### config.mk
export PLATFORM = sky130hd
export DESIGN_NAME = fft_peak_detect
export DESIGN_NICKNAME = d
export VERILOG_FILES = /design/src/rtl/fft_pkg.sv /design/src/rtl/fft_bin_counter.sv /design/src/rtl/fft_peak_detect.sv
export SDC_FILE = /design/constraint.sdc
export NUM_CORES = 1
export LEC_CHECK = 0
export CORE_MARGIN = 2
export CORE_UTILIZATION = 35
export DETAILED_ROUTE_END_ITERATION = 6
export DONT_BUFFER_PORTS = 1
export PLACE_DENSITY = 0.46
export SLEW_MARGIN = 20
export SYNTH_ARGS = -nofsm -noshare
export SYNTH_HDL_FRONTEND = slang
export SYNTH_HIERARCHICAL = 1
export SYNTH_SLANG_ARGS = --single-unit
### constraint.sdc
create_clock -name clk_50m -period 4.08 [get_ports clk_50m]
set_clock_uncertainty 0.15 [all_clocks]
set_input_delay 0.408 -clock clk_50m [delete_from_list [all_inputs] [get_ports clk_50m]]
set_output_delay 0.408 -clock clk_50m [all_outputs]
set_load 0.02 [all_outputs]
### src/rtl/fft_pkg.sv
// Shared types and constants for the FFT peak detector slice.
// The PEAK_THRESH_EN macro adds threshold gating in fft_bin_counter and fft_peak_detect.
package fft_pkg;

    typedef enum logic [1:0] {
        ST_IDLE   = 2'd0,
        ST_ACC    = 2'd1,
        ST_REPORT = 2'd2
    } fft_state_t;

    localparam int unsigned MAG_W           = 32;
    localparam int unsigned FFT_LEN_DEFAULT = 1024;

endpackage

### src/rtl/fft_bin_counter.sv
// Bin index tracking, end-of-frame (overrun) detection and per-beat peak eligibility.
// Optional macro PEAK_THRESH_EN: eligibility additionally requires data_modulus > thresh.
module fft_bin_counter
    import fft_pkg::*;
#(
    parameter int unsigned FFT_LEN   = FFT_LEN_DEFAULT,
    parameter int unsigned BIN_W     = 10,
    parameter int unsigned HALF_SPEC = 1,
    parameter int unsigned SKIP_DC   = 1
) (
    input  logic             clk_50m,
    input  logic             rst_n,
    input  logic             advance,
    input  logic             restart,
`ifdef PEAK_THRESH_EN
    input  logic [MAG_W-1:0] data_modulus,
    input  logic [MAG_W-1:0] thresh,
`endif
    output logic [BIN_W-1:0] cur_bin,
    output logic             last_bin,
    output logic             eligible
);

    localparam logic [BIN_W-1:0] LAST_IDX = BIN_W'(FFT_LEN - 1);
    localparam logic [BIN_W-1:0] HALF_IDX = BIN_W'(FFT_LEN / 2);

    logic [BIN_W-1:0] bin_q;
    logic             half_ok;
    logic             dc_ok;
    logic             thr_ok;

    // bin_q holds the index of the last accepted beat; the current beat is one past it
    always_comb begin
        cur_bin  = restart ? '0 : bin_q + BIN_W'(1);
        last_bin = (cur_bin == LAST_IDX);
    end

    always_comb begin
        half_ok = (HALF_SPEC == 0) || (cur_bin < HALF_IDX);
        dc_ok   = (SKIP_DC == 0) || (cur_bin != '0);
`ifdef PEAK_THRESH_EN
        thr_ok  = (data_modulus > thresh);
`else
        thr_ok  = 1'b1;
`endif
        eligible = half_ok && dc_ok && thr_ok;
    end

    always_ff @(posedge clk_50m or negedge rst_n) begin
        if (!rst_n) begin
            bin_q <= '0;
        end else if (advance) begin
            bin_q <= cur_bin;
        end
    end

endmodule

### src/rtl/fft_peak_detect.sv
// Per-frame spectral peak search with framing error and dropped-frame reporting.
// Optional macro PEAK_THRESH_EN: adds thresh input and above_cnt output.
module fft_peak_detect
    import fft_pkg::*;
#(
    parameter int unsigned FFT_LEN   = FFT_LEN_DEFAULT,
    parameter int unsigned BIN_W     = 10,
    parameter int unsigned HALF_SPEC = 1,
    parameter int unsigned SKIP_DC   = 1
) (
    input  logic             clk_50m,
    input  logic             rst_n,
    input  logic [MAG_W-1:0] data_modulus,
    input  logic             data_sop,
    input  logic             data_eop,
    input  logic             data_valid,
    input  logic             result_ready,
`ifdef PEAK_THRESH_EN
    input  logic [MAG_W-1:0] thresh,
    output logic [BIN_W:0]   above_cnt,
`endif
    output logic             result_valid,
    output logic [MAG_W-1:0] peak_mag,
    output logic [BIN_W-1:0] peak_bin,
    output logic             result_err,
    output logic             frame_drop
);

    fft_state_t       state_q;
    fft_state_t       state_d;
    logic             accept;
    logic             restart;
    logic             terminate;
    logic             drop_d;
    logic [BIN_W-1:0] cur_bin;
    logic             last_bin;
    logic             eligible;

    fft_bin_counter #(
        .FFT_LEN   (FFT_LEN),
        .BIN_W     (BIN_W),
        .HALF_SPEC (HALF_SPEC),
        .SKIP_DC   (SKIP_DC)
    ) u_bin_counter (
        .clk_50m      (clk_50m),
        .rst_n        (rst_n),
        .advance      (accept),
        .restart      (restart),
`ifdef PEAK_THRESH_EN
        .data_modulus (data_modulus),
        .thresh       (thresh),
`endif
        .cur_bin      (cur_bin),
        .last_bin     (last_bin),
        .eligible     (eligible)
    );

    // Beat qualification kept apart from the FSM so last_bin never feeds back into restart
    always_comb begin
        accept    = data_valid && (((state_q == ST_IDLE) && data_sop) || (state_q == ST_ACC));
        restart   = accept && data_sop;
        terminate = accept && (data_eop || last_bin);
    end

    always_ff @(posedge clk_50m or negedge rst_n) begin
        if (!rst_n) begin
            state_q <= ST_IDLE;
        end else begin
            state_q <= state_d;
        end
    end

    always_comb begin
        state_d      = state_q;
        drop_d       = 1'b0;
        result_valid = (state_q == ST_REPORT);
        unique case (state_q)
            ST_IDLE: begin
                if (accept) begin
                    state_d = terminate ? ST_REPORT : ST_ACC;
                end
            end
            ST_ACC: begin
                if (terminate) begin
                    state_d = ST_REPORT;
                end
            end
            ST_REPORT: begin
                drop_d = data_valid && data_sop;
                if (result_ready) begin
                    state_d = ST_IDLE;
                end
            end
            default: state_d = ST_IDLE;
        endcase
    end

    // Peak starts at 0 and only a strictly larger eligible bin replaces it, so ties keep the lowest bin
    always_ff @(posedge clk_50m or negedge rst_n) begin
        if (!rst_n) begin
            peak_mag   <= '0;
            peak_bin   <= '0;
            result_err <= 1'b0;
            frame_drop <= 1'b0;
        end else begin
            frame_drop <= drop_d;
            if (restart) begin
                peak_mag <= eligible ? data_modulus : '0;
                peak_bin <= '0;
            end else if (accept && eligible && (data_modulus > peak_mag)) begin
                peak_mag <= data_modulus;
                peak_bin <= cur_bin;
            end
            if (terminate) begin
                result_err <= !(data_eop && last_bin);
            end
        end
    end

`ifdef PEAK_THRESH_EN
    always_ff @(posedge clk_50m or negedge rst_n) begin
        if (!rst_n) begin
            above_cnt <= '0;
        end else if (restart) begin
            above_cnt <= (BIN_W+1)'(eligible);
        end else if (accept && eligible) begin
            above_cnt <= above_cnt + (BIN_W+1)'(1);
        end
    end
`else
`endif

endmodule

# Word level (Yosys, flattened, before mapping)
# Cells that the tools add are included.
# totals
ff_bits,56
in_bits,38
output_inout_bits,45
elab_cells,43
# classes
n_addsub,1
magnitude_cmp,2
n_eq_ne,6
muxes,12
reduce_logical,16
# ops
operator,n
$mux W32,3
$gt A32 B32 Y1,1
$mux W10,3
$add A10 B1 Y10 const B,1
$eq A10 B10 Y1 const B,1
$lt A10 B10 Y1 const B,1
$reduce_bool A10 Y1,1
$logic_and A1 B1 Y1,9
$mux W2,4
$ne A2 B2 Y1 const B,3
$pmux W2 S3,1
$reduce_and A3 Y1,1
$eq A2 B1 Y1 const B,1
$eq A2 B2 Y1 const B,1
$logic_not A2 Y1,1
$logic_or A1 B1 Y1,2
$reduce_bool A2 Y1,1
$logic_not A1 Y1,1
$mux W1,1

# Logic depth before layout (Yosys ltp)
# Gate-level depths: netlist (run 1).
# depth
ltp_word,12
depth_mapped,15
ltp_nobuf,12

# By module
# The synthesis (run 1) kept the hierarchy.
# modules_own_cells
module,n_inst,cells_per_inst,area_per_inst_um2,seq_area_each_um2
fft_peak_detect,1,256,2622.5,1151.1
fft_bin_counter,1,74,723.2,250.2

# Least setup slack after synthesis (run 1)
# No wires, ideal clock.
# synth_timing
path_kind,flip-flop to flip-flop
from,register state_q[1]
to,register peak_mag[0]
setup_ns,0.066
arrival_ns,2.778
required_time_ns,3.864
setup_slack_ns,1.086
stages_incl_launch_ff,16
path_buffers,3
synth_period_minus_slack_ns,2.994
cell_sequence,dfrtp_1 > inv_1 > nand3_1 > inv_1 > clkbuf_1 > buf_2 > inv_1 > and4_1 > nor2_1 > a41oi_1 > o2111ai_1 > a21oi_1 > o21a_1 > nor3_4 > buf_6 > a22o_1
# synth_between
elab_chain_cells,11
elab_cells_between_ends,15
classes_between,1 x order compare; 1 x eq/ne; 3 x mux; 10 x reduce/logical
# synth_lines
element,line,rtl
from (decl),fft_peak_detect.sv:29,fft_state_t state_q;
from (signal assigned),fft_peak_detect.sv:69,state_q <= state_d;
$logic_not A2 Y1,fft_peak_detect.sv:60,accept = data_valid && (((state_q == ST_IDLE) && data_sop) || (state_q == ST_ACC));
$logic_and A1 B1 Y1,fft_peak_detect.sv:60,
$logic_or A1 B1 Y1 (*),fft_peak_detect.sv:60,
$logic_and A1 B1 Y1 (*),fft_peak_detect.sv:60,
$logic_and A1 B1 Y1 (*),fft_peak_detect.sv:61,restart = accept && data_sop;
net restart,fft_peak_detect.sv:32,logic restart;
$mux W10 (*),fft_bin_counter.sv:34,cur_bin = restart ? '0 : bin_q + BIN_W'(1);
$lt A10 B10 Y1 or $reduce_bool A10 Y1 (tied branches),"fft_bin_counter.sv:39, fft_bin_counter.sv:40",
$logic_and A1 B1 Y1 (*),fft_bin_counter.sv:46,eligible = half_ok && dc_ok && thr_ok;
net eligible,fft_peak_detect.sv:37,logic eligible;
$logic_and A1 B1 Y1 (2 in series),fft_peak_detect.sv:110,end else if (accept && eligible && (data_modulus > peak_mag)) begin
$reduce_bool A2 Y1 (no source line),-,
to (signal assigned),fft_peak_detect.sv:108,peak_mag <= eligible ? data_modulus : '0;
to (signal assigned),fft_peak_detect.sv:111,peak_mag <= data_modulus;
to (decl),fft_peak_detect.sv:23,"output logic [MAG_W-1:0] peak_mag,"
# The timed path passes the listed nets; every way through them passes the cells marked *.
# A chain may end at the register's enable or synchronous reset.

# Worst setup path in the final report (run 1)
# layout_timing
from,register u_bin_counter.bin_q[0]
to,register peak_mag[4]
# layout_between
elab_chain_cells,7
elab_cells_between_ends,10
classes_between,1 x add/sub; 1 x order compare; 3 x mux; 5 x reduce/logical
# layout_lines
element,line,rtl
from (decl),fft_bin_counter.sv:27,logic [BIN_W-1:0] bin_q;
from (signal assigned),fft_bin_counter.sv:53,bin_q <= cur_bin;
$add A10 B1 Y10 (*),fft_bin_counter.sv:34,
$mux W10 (*),fft_bin_counter.sv:34,
$lt A10 B10 Y1 or $reduce_bool A10 Y1 (tied branches),"fft_bin_counter.sv:39, fft_bin_counter.sv:40",
$logic_and A1 B1 Y1 (*),fft_bin_counter.sv:46,
net eligible,fft_peak_detect.sv:37,
$logic_and A1 B1 Y1 (2 in series),fft_peak_detect.sv:110,
$reduce_bool A2 Y1 (no source line),-,
# Marked as above.

==> impl.org, run 1 <==
** Floorplan
- The floorplan step set the die width to 102 um.
- Number of rows created at floorplan :: 35
- Die Height :: 102 um
- I/O pin cnt :: 83
- For this configuration, the core starts out at a cell density of 0.362.
- Core area :: 9240 um2
- The floorplan step defined a die boundary enclosing 10400 um2.

** GRT
- Residual overflow from global routing :: 0
- All-Layer GR Usage :: 0.161
- Entering global routing, the biggest net connects 57 pins.
- The first global-routing pass estimated 13.1 mm of wire.
- The initial antenna violation count came to 0.
- The via count of the first global-routing pass was 2515.
- For this run, global-route usage on met3 was measured as 0.0545.
- Gr busiest metal :: met2
- GR Layer Usage met2 :: 0.253
- For this run, global-route usage on met1 was measured as 0.212.

** Power and ir drop
- Reg power frac :: 0.507
- Static leakage :: 1.68 nW
- Of the total power, combinational logic draws 0.354.
- For this design the total switching power over the nets is 1.09 mW.
- Internal power comes to 1.29 mW.
- Part of the total power dissipated in the clock network :: 0.139
- Maximum vdd ir drop :: 0.264 mV
- Fraction of power spent switching nets :: 0.458
- Power spread over the standard cell area amounts to 661 nW/um2.

** Routing
- Drt total wl :: 7.85 mm
- Number of vias in the routed layout :: 2478
- Dividing the detail-routed wire length by the instance count gives 17.1 um.
- Number of antenna-violating nets in the routed design :: 0
- For this run, the detailed router's first-pass iteration total came to 4.
- For this run, design rule violations remaining after detail routing come to 0.
- In the routed layout, each cell is associated on average with a via count of 5.39.
- The detailed router finished its first iteration with 85 violations.

** Place
- Before CTS, the worst setup slack after placement is 609 ps.
- At the end of routability-driven placement, the weighted congestion stood at 0.797.
- Count of port buffers added during placement :: 0
- Once detailed placement completed, the half-perimeter wirelength came to 5.80 mm.

** Yosys
- Fraction of synthesized cell area taken by the top area cell type :: 0.419
- Counting instances in the post-synthesis netlist gives the leading cell types as dfrtp_1, inv_1, a22o_1, ha_1, a21oi_1.
- Total standard cell area after synthesis :: 3350 um2
- For this run, the leading register cell type out of synthesis is dfrtp_1.
- Flop and latch count out of synthesis :: 56
- Summed over all instances, the cell type with the most area after synthesis is dfrtp_1.
- Of the synthesized area, sequential elements account for 0.419.
- Post-synth net total :: 401
- Top area cells in the synthesized netlist :: dfrtp_1, ha_1, a22o_1, inv_1, a21oi_1
- Async set or reset register ratio after synthesis :: 1.00
- Post-synthesis cell type count :: 49
- A synthesized cell averages 10.1 um2.
- Gate count of the mapped netlist :: 330
- Number of warnings issued by yosys :: 6
- Cell with the most instances after synthesis :: dfrtp_1
- EDFF count, synth :: 0

** Worst hold path
- In this run the most critical hold path is launched from result_ready.
- Hold Path Sink :: state_q[1]$_DFFE_PN0P_
- Min-Delay Path Depth :: 1
- Worst min-delay path category :: in2reg

** Clock network
- The longest clock path from root to sink contains 2 buffers.
- The clock reaches the later pin of the worst-skew pair after 320 ps.
- TritonCTS built the clock tree.
- In this run the clock root is driven by a clkbuf_8.
- Clock Sinks :: 56
- The clock tree synthesis step divided the H-tree into 2 levels.
- In this run, post-CTS repair resized a total of 0 instances.
- Buffers inserted during clock tree synthesis total 5.
- Post-CTS setup buffer count :: 0
- Clk pin slew, worst setup/hold paths :: 110 ps

** Worst setup path
- Reg-to-reg setup timing slack :: 610 ps
- Data arrival, critical path :: 3530 ps
- R2r worst-path depth :: 11
- In this run the critical register-to-register path is launched from u_bin_counter/bin_q[0]$_DFFE_PN0P_.
- The endpoint identified for the worst register-to-register timing path is peak_mag[4]$_DFFE_PN0P_.
- Required time of the worst setup path :: 4150 ps
- Setup CP Type :: reg2reg
- Of all nets on the critical path, the largest fanout is 19.
- The worst setup path is captured at a flip-flop.
- Kind of start point of the critical path :: flip-flop

** Run status
- The run finished with clean final reports.

** Layout
- Number of inserted filler cells in the final layout :: 903
- The repair_antennas step left the layout with diodes totalling 0.
- Final core area utilization :: 0.389
- Of the cells placed in the final design, the portion with a size suffix greater than 1 is 0.106.
- Layout Area Growth over Synthesis :: 7.37%
- After the last flow step, the layout net total stands at 401.

** Timing
- Clock period minus worst slack :: 3470 ps
- Based on the critical path, the design can be clocked at up to 288 MHz.
- The final max-slew violation count is 0.
- Worst hold slack after final layout :: 46.9 ps
- Setup repair after global routing left no endpoint under its margin.
- Once routing completed, OpenROAD measured the worst setup slack at 613 ps.
- Headroom to the max-slew limit came out at 0.386.
- Share of the cycle needed by the critical path after routing :: 0.850
- At the pin with the least slew margin, the transition time is 915 ps.
- Number of setup violations in the final report :: 0
- After routing, the total negative slack on setup checks comes to 0 ps.
- The hold violation count in the final report came to 0.

** Run
- Maxcap violations :: 0
## metrics by stage
stage	area, um2	std cells	power (mW)
final	3590	460	2.38
after floorplan	3350	330	1.84
after CTS	3590	460	2.40
after global placement	3460	450	2.04
after global routing	3590	460	2.60
after detailed placement	3460	450	2.05
## cell type report
type / count / area [um2] / share of cell area
clock buffers: 6 / 82.6 / 0.0230
clock inverters: 2 / 10.0 / 0.00279
inverters: 44 / 165 / 0.0460
multi-input cells: 216 / 1700 / 0.472
flip-flops and latches: 56 / 1400 / 0.390
well taps: 129 / 161 / 0.0449
repair buffers: 7 / 75.1 / 0.0209
## layer usage
metal | wire, um | share of wire
met4 | 155 | 0.020
met2 | 3580 | 0.46
met5 | 0 | 0
met3 | 575 | 0.073
met1 | 3540 | 0.45
## what timing repair did
item | 4_1_cts | 5_1_grt
endpoints found under the hold margin | 56 | 0
setup endpoints to repair | 0 | 0
hold buffers | 2 | 0
## worst max path at each step
stage,cells past startpoint,from,slack [ps],to
after detailed placement,13,state_q[1]$_DFFE_PN0P_,610,peak_mag[16]$_DFFE_PN0P_
after global placement,13,state_q[1]$_DFFE_PN0P_,640,peak_mag[14]$_DFFE_PN0P_
after global routing,13,state_q[1]$_DFFE_PN0P_,240,peak_mag[18]$_DFFE_PN0P_
final,11,u_bin_counter/bin_q[0]$_DFFE_PN0P_,610,peak_mag[4]$_DFFE_PN0P_
after floorplan,15,state_q[1]$_DFFE_PN0P_,1090,peak_mag[0]$_DFFE_PN0P_
after CTS,13,state_q[1]$_DFFE_PN0P_,570,peak_mag[3]$_DFFE_PN0P_
## worst max-delay path, stage by stage, from the launching register on
cell and delay [ps]:
dfrtp_1 500, ha_1 310, nand3_1 110, or3_1 370
a21o_1 220, a41oi_1 210, o2111ai_1 210, nor3b_2 260
o31a_1 490, nor3_4 70, buf_4 230, a22o_1 250
## kinds of logic after synthesis
family / after synthesis / share of synthesized area
XOR/XNOR: 1 / 0.00262
buffers and inverters: 58 / 0.0740
AND/OR/NAND/NOR: 66 / 0.119
multiplexers: 11 / 0.0370
adder cells (fa/ha/maj): 33 / 0.123
flip-flops: 56 / 0.419
AO/OA/AOI/OAI: 105 / 0.225
## state kept, by name, summed over array words and instances, names as in the netlist
signal and cells:
state_q 2, peak_mag 32, u_bin_counter/bin_q 10, peak_bin 10, frame_drop 1, result_err 1
## layout by cell type (no fill, tap or decap), types with 2 or more instances in the layout
master,n
a21o_1,4
a21oi_1,25
a221o_1,2
a22o_1,33
a41oi_1,2
buf_4,5
clkbuf_8,6
clkinv_2,2
dfrtp_1,56
ha_1,33
inv_1,43
mux2_2,11
nand2_1,7
nand3_1,19
nand4_1,9
nor2_1,11
nor2b_1,3
nor3_1,4
nor4_1,3
o21a_1,4
o21ai_0,11
o21ai_1,11
## power groups by stage
stage	combinational [mW]	clock (mW)	sequential, mW
finish	0.840	0.331	1.20
global route	0.995	0.364	1.24
CTS	0.855	0.341	1.21
detailed placement	0.836	0	1.22
global placement	0.824	0	1.22
floorplan	0.700	0	1.14
Power figures use the tool's default switching activity.
==> inputs of run 2 (changes only) <==
==> constraint.sdc (replaced) <==
create_clock -name clk_50m -period 3.52 [get_ports clk_50m]
set_clock_uncertainty 0.15 [all_clocks]
set_input_delay 0.352 -clock clk_50m [delete_from_list [all_inputs] [get_ports clk_50m]]
set_output_delay 0.352 -clock clk_50m [all_outputs]
set_load 0.02 [all_outputs]
==> impl.org, run 2 (same netlist as run 1, synthesis figures left out) <==
** Run status
- Result of the run :: finished clean

** Timing
- The measured slew at the worst slew-check pin came to 693 ps (-222 ps).
- The setup total negative slack was 0 ps (unchanged).
- The final worst-path cycle share was 0.934 (+0.0840).
- Clock period minus worst slack :: 3290 ps (-180 ps)
- Fmax :: 304 MHz (+5.5%)
- The final max-slew violation count came to 0 (unchanged).
- Unrepaired setup endpoints after global routing :: no
- Slew margin rel. :: 0.537 (+0.151)
- Number of hold violations in the final report :: 0 (unchanged)
- The setup violation total in the final timing report was 0 (unchanged).

** Layout
- The post-route core utilization was 0.417 (+0.0283).
- Layout Area Growth over Synthesis :: 15.2%
- In the layout the commonest cells are dfrtp_1, inv_1, a22o_1, ha_1, a21oi_1.
- Leading cell type in the layout, fill and taps excluded :: dfrtp_1
- The register with the most flip-flops in the final layout is peak_mag.
- The proportion of layout cells with a drive suffix above 1 is 0.120 (+0.0139).
- The number of flip-flops under the largest register name was 32 (unchanged).
- The count of non-filler cells in the finished layout came to 480 (+4.3%).
- Number of inserted filler cells in the final layout :: 906 (+0.33%)
- In the final layout, the registers with the most flip-flops are peak_mag x32, peak_bin x10, u_bin_counter/bin_q x10.
- The net total in the final layout came to 421 (+5.0%).
- N_diodes :: 0 (unchanged)

** Place
- The placed cell count was 455 (+1.1%).
- Half-perimeter wire length after detailed placement :: 5.85 mm (+0.73%)
- Count of port buffers added during placement :: 0 (unchanged)
- The global placement routability congestion was 0.776 (-2.6%).

** Clock network
- Clock Sinks :: 56 (unchanged)
- The number of buffers added by the clock tree synthesis step came to 5 (unchanged).
- The clock-pin slew on the worst setup and hold paths was 110 ps (about the same).
- TritonCTS built the clock tree.
- The post-cts repair resize count is 0 (unchanged).
- The maximum clock path buffer count came to 2 (unchanged).
- The clock latency reported for the late side of the worst-skew pair came to 320 ps (about the same).
- Buffer cell driving the clock tree root :: clkbuf_8
- The level count of the clock H-tree is 2 (unchanged).

** Worst setup path
- Startpoint of the most critical register-to-register path :: u_bin_counter/bin_q[0]$_DFFE_PN0P_
- Reg-to-reg setup timing slack :: 230 ps (-380 ps)
- Capturing point of the worst reg2reg path :: peak_mag[17]$_DFFE_PN0P_
- The arrival time reported for the critical path endpoint is 3340 ps (-190 ps).
- R2r worst-path depth :: 11 (unchanged)
- Required time of the worst setup path :: 3570 ps (-580 ps)
- Maximum fanout count along the critical path :: 19 (unchanged)
- The critical path is of the reg2reg type.
- The worst setup path is launched from a flip-flop.
- The worst setup path is captured at a flip-flop.

** Routing
- First-pass iteration count of the detailed router :: 4 (unchanged)
- The total length of routed wires was 7.97 mm (+1.5%).
- The total number of vias is 2564 (+3.5%).
- Post-detailed-route wirelength per cell :: 16.6 um (-2.8%)
- The routed via count divided by cell count was 5.34 (-0.84%).
- Initial DRC count :: 127 (+49%)
- Number of antenna-violating nets in the routed design :: 0 (unchanged)
- The number of DRC violations after detailed routing is 0 (unchanged).

** Worst hold path
- For hold timing, the worst endpoint is peak_mag[3]$_DFFE_PN0P_.
- Launch point of the worst hold path :: data_modulus[3]
- The number of stages on the worst hold path is 1 (unchanged).
- In this run the worst hold path is classified as in2reg.

** Floorplan
- Die span in x :: 102 um (unchanged)
- Starting Density :: 0.362 (unchanged)
- The height of the chip was 102 um (unchanged).
- The number of rows in the core area came to 35 (unchanged).
- The number of top-level design ports is 83 (unchanged).
- Total Die Area :: 10400 um2 (unchanged)
- The placeable core region came to 9240 um2 (unchanged).

** Power and ir drop
- Maximum vdd ir drop :: 0.279 mV (+5.8%)
- Power density over the cells :: 776 nW/um2 (+17%)
- Static leakage :: 1.80 nW (+7.0%)

** GRT
- Antenna violations before repair :: 0 (unchanged)
- The first-pass GRT wire length came to 13.0 mm (-0.78%).
- Via count of the first global-routing pass :: 2535 (+0.80%)
- The overall global routing resource usage was 0.160 (-0.000422).
- The maximum number of pins on one net before global-route repair was 57 (unchanged).
- The final global-route overflow total came to 0 (unchanged).

** Run
- The number of max-capacitance violations reported was 0 (unchanged).
run 2: routing by layer:
metal  vias up  share of wire  global-route usage
met4         0          0.016              0.0437
li1       1258              -                   -
met2        72           0.46               0.256
met1      1223           0.46               0.210
met5         -              0                   0
met3        11          0.068              0.0497
run 2: critical path, stage by stage (launching register included):
cell and delay, ps:
dfrtp_1 500, ha_1 310, nand3_1 120, or3_1 360
a21o_1 220, a41oi_1 260, o2111ai_1 220, nor3b_2 270
o31a_1 230, nor3_4 50, buf_4 230, a22o_1 250
run 2: how the worst max path moves through the flow:
stage / start / end / slack [ps]
2_1_floorplan: state_q[1]$_DFFE_PN0P_ / peak_mag[0]$_DFFE_PN0P_ / 530
3_3_place_gp: u_bin_counter/bin_q[0]$_DFFE_PN0P_ / peak_mag[14]$_DFFE_PN0P_ / 370
3_5_place_dp: u_bin_counter/bin_q[0]$_DFFE_PN0P_ / peak_mag[9]$_DFFE_PN0P_ / 230
4_1_cts: u_bin_counter/bin_q[0]$_DFFE_PN0P_ / peak_mag[28]$_DFFE_PN0P_ / 190
5_1_grt: u_bin_counter/bin_q[0]$_DFFE_PN0P_ / peak_mag[18]$_DFFE_PN0P_ / 70
6_report: u_bin_counter/bin_q[0]$_DFFE_PN0P_ / peak_mag[17]$_DFFE_PN0P_ / 230
run 2: final cells by class:
| cell class | count | area, um2 | area share |
|---|---|---|---|
| Clock buffer | 5 | 68.8 | 0.0179 |
| Clock inverter | 3 | 90.1 | 0.0234 |
| Inverter | 44 | 165 | 0.0429 |
| Multi-Input combinational cell | 216 | 1700 | 0.440 |
| Sequential cell | 56 | 1400 | 0.364 |
| Tap cell | 129 | 161 | 0.0419 |
| Timing Repair Buffer | 27 | 270 | 0.0701 |
run 2: where the power goes:
group          switching [mW]  internal (mW)  leakage, nW
Sequential              0.520          0.875        0.716
Combinational           0.523          0.493         1.01
Clock                   0.223          0.356       0.0784
Total                    1.27           1.72         1.80
run 2: timing repair:
item,in CTS,in global routing
buffers inserted,0,2
endpoints found under the setup margin,0,24
hold buffers,12,3
endpoints found under the hold margin,65,3
run 2: per-stage QoR:
stage | hold WS, ps | setup slack (ps) | total power, mW | instance area [um2]
6_report | 13.5 | 233 | 2.99 | 3850
5_1_grt | 0.253 | 65.7 | 3.25 | 3850
4_1_cts | 0.478 | 186 | 3.02 | 3810
3_5_place_dp | -91.8 | 235 | 2.39 | 3510
3_3_place_gp | -91.9 | 365 | 2.39 | 3510
2_1_floorplan | -93.6 | 526 | 2.14 | 3350
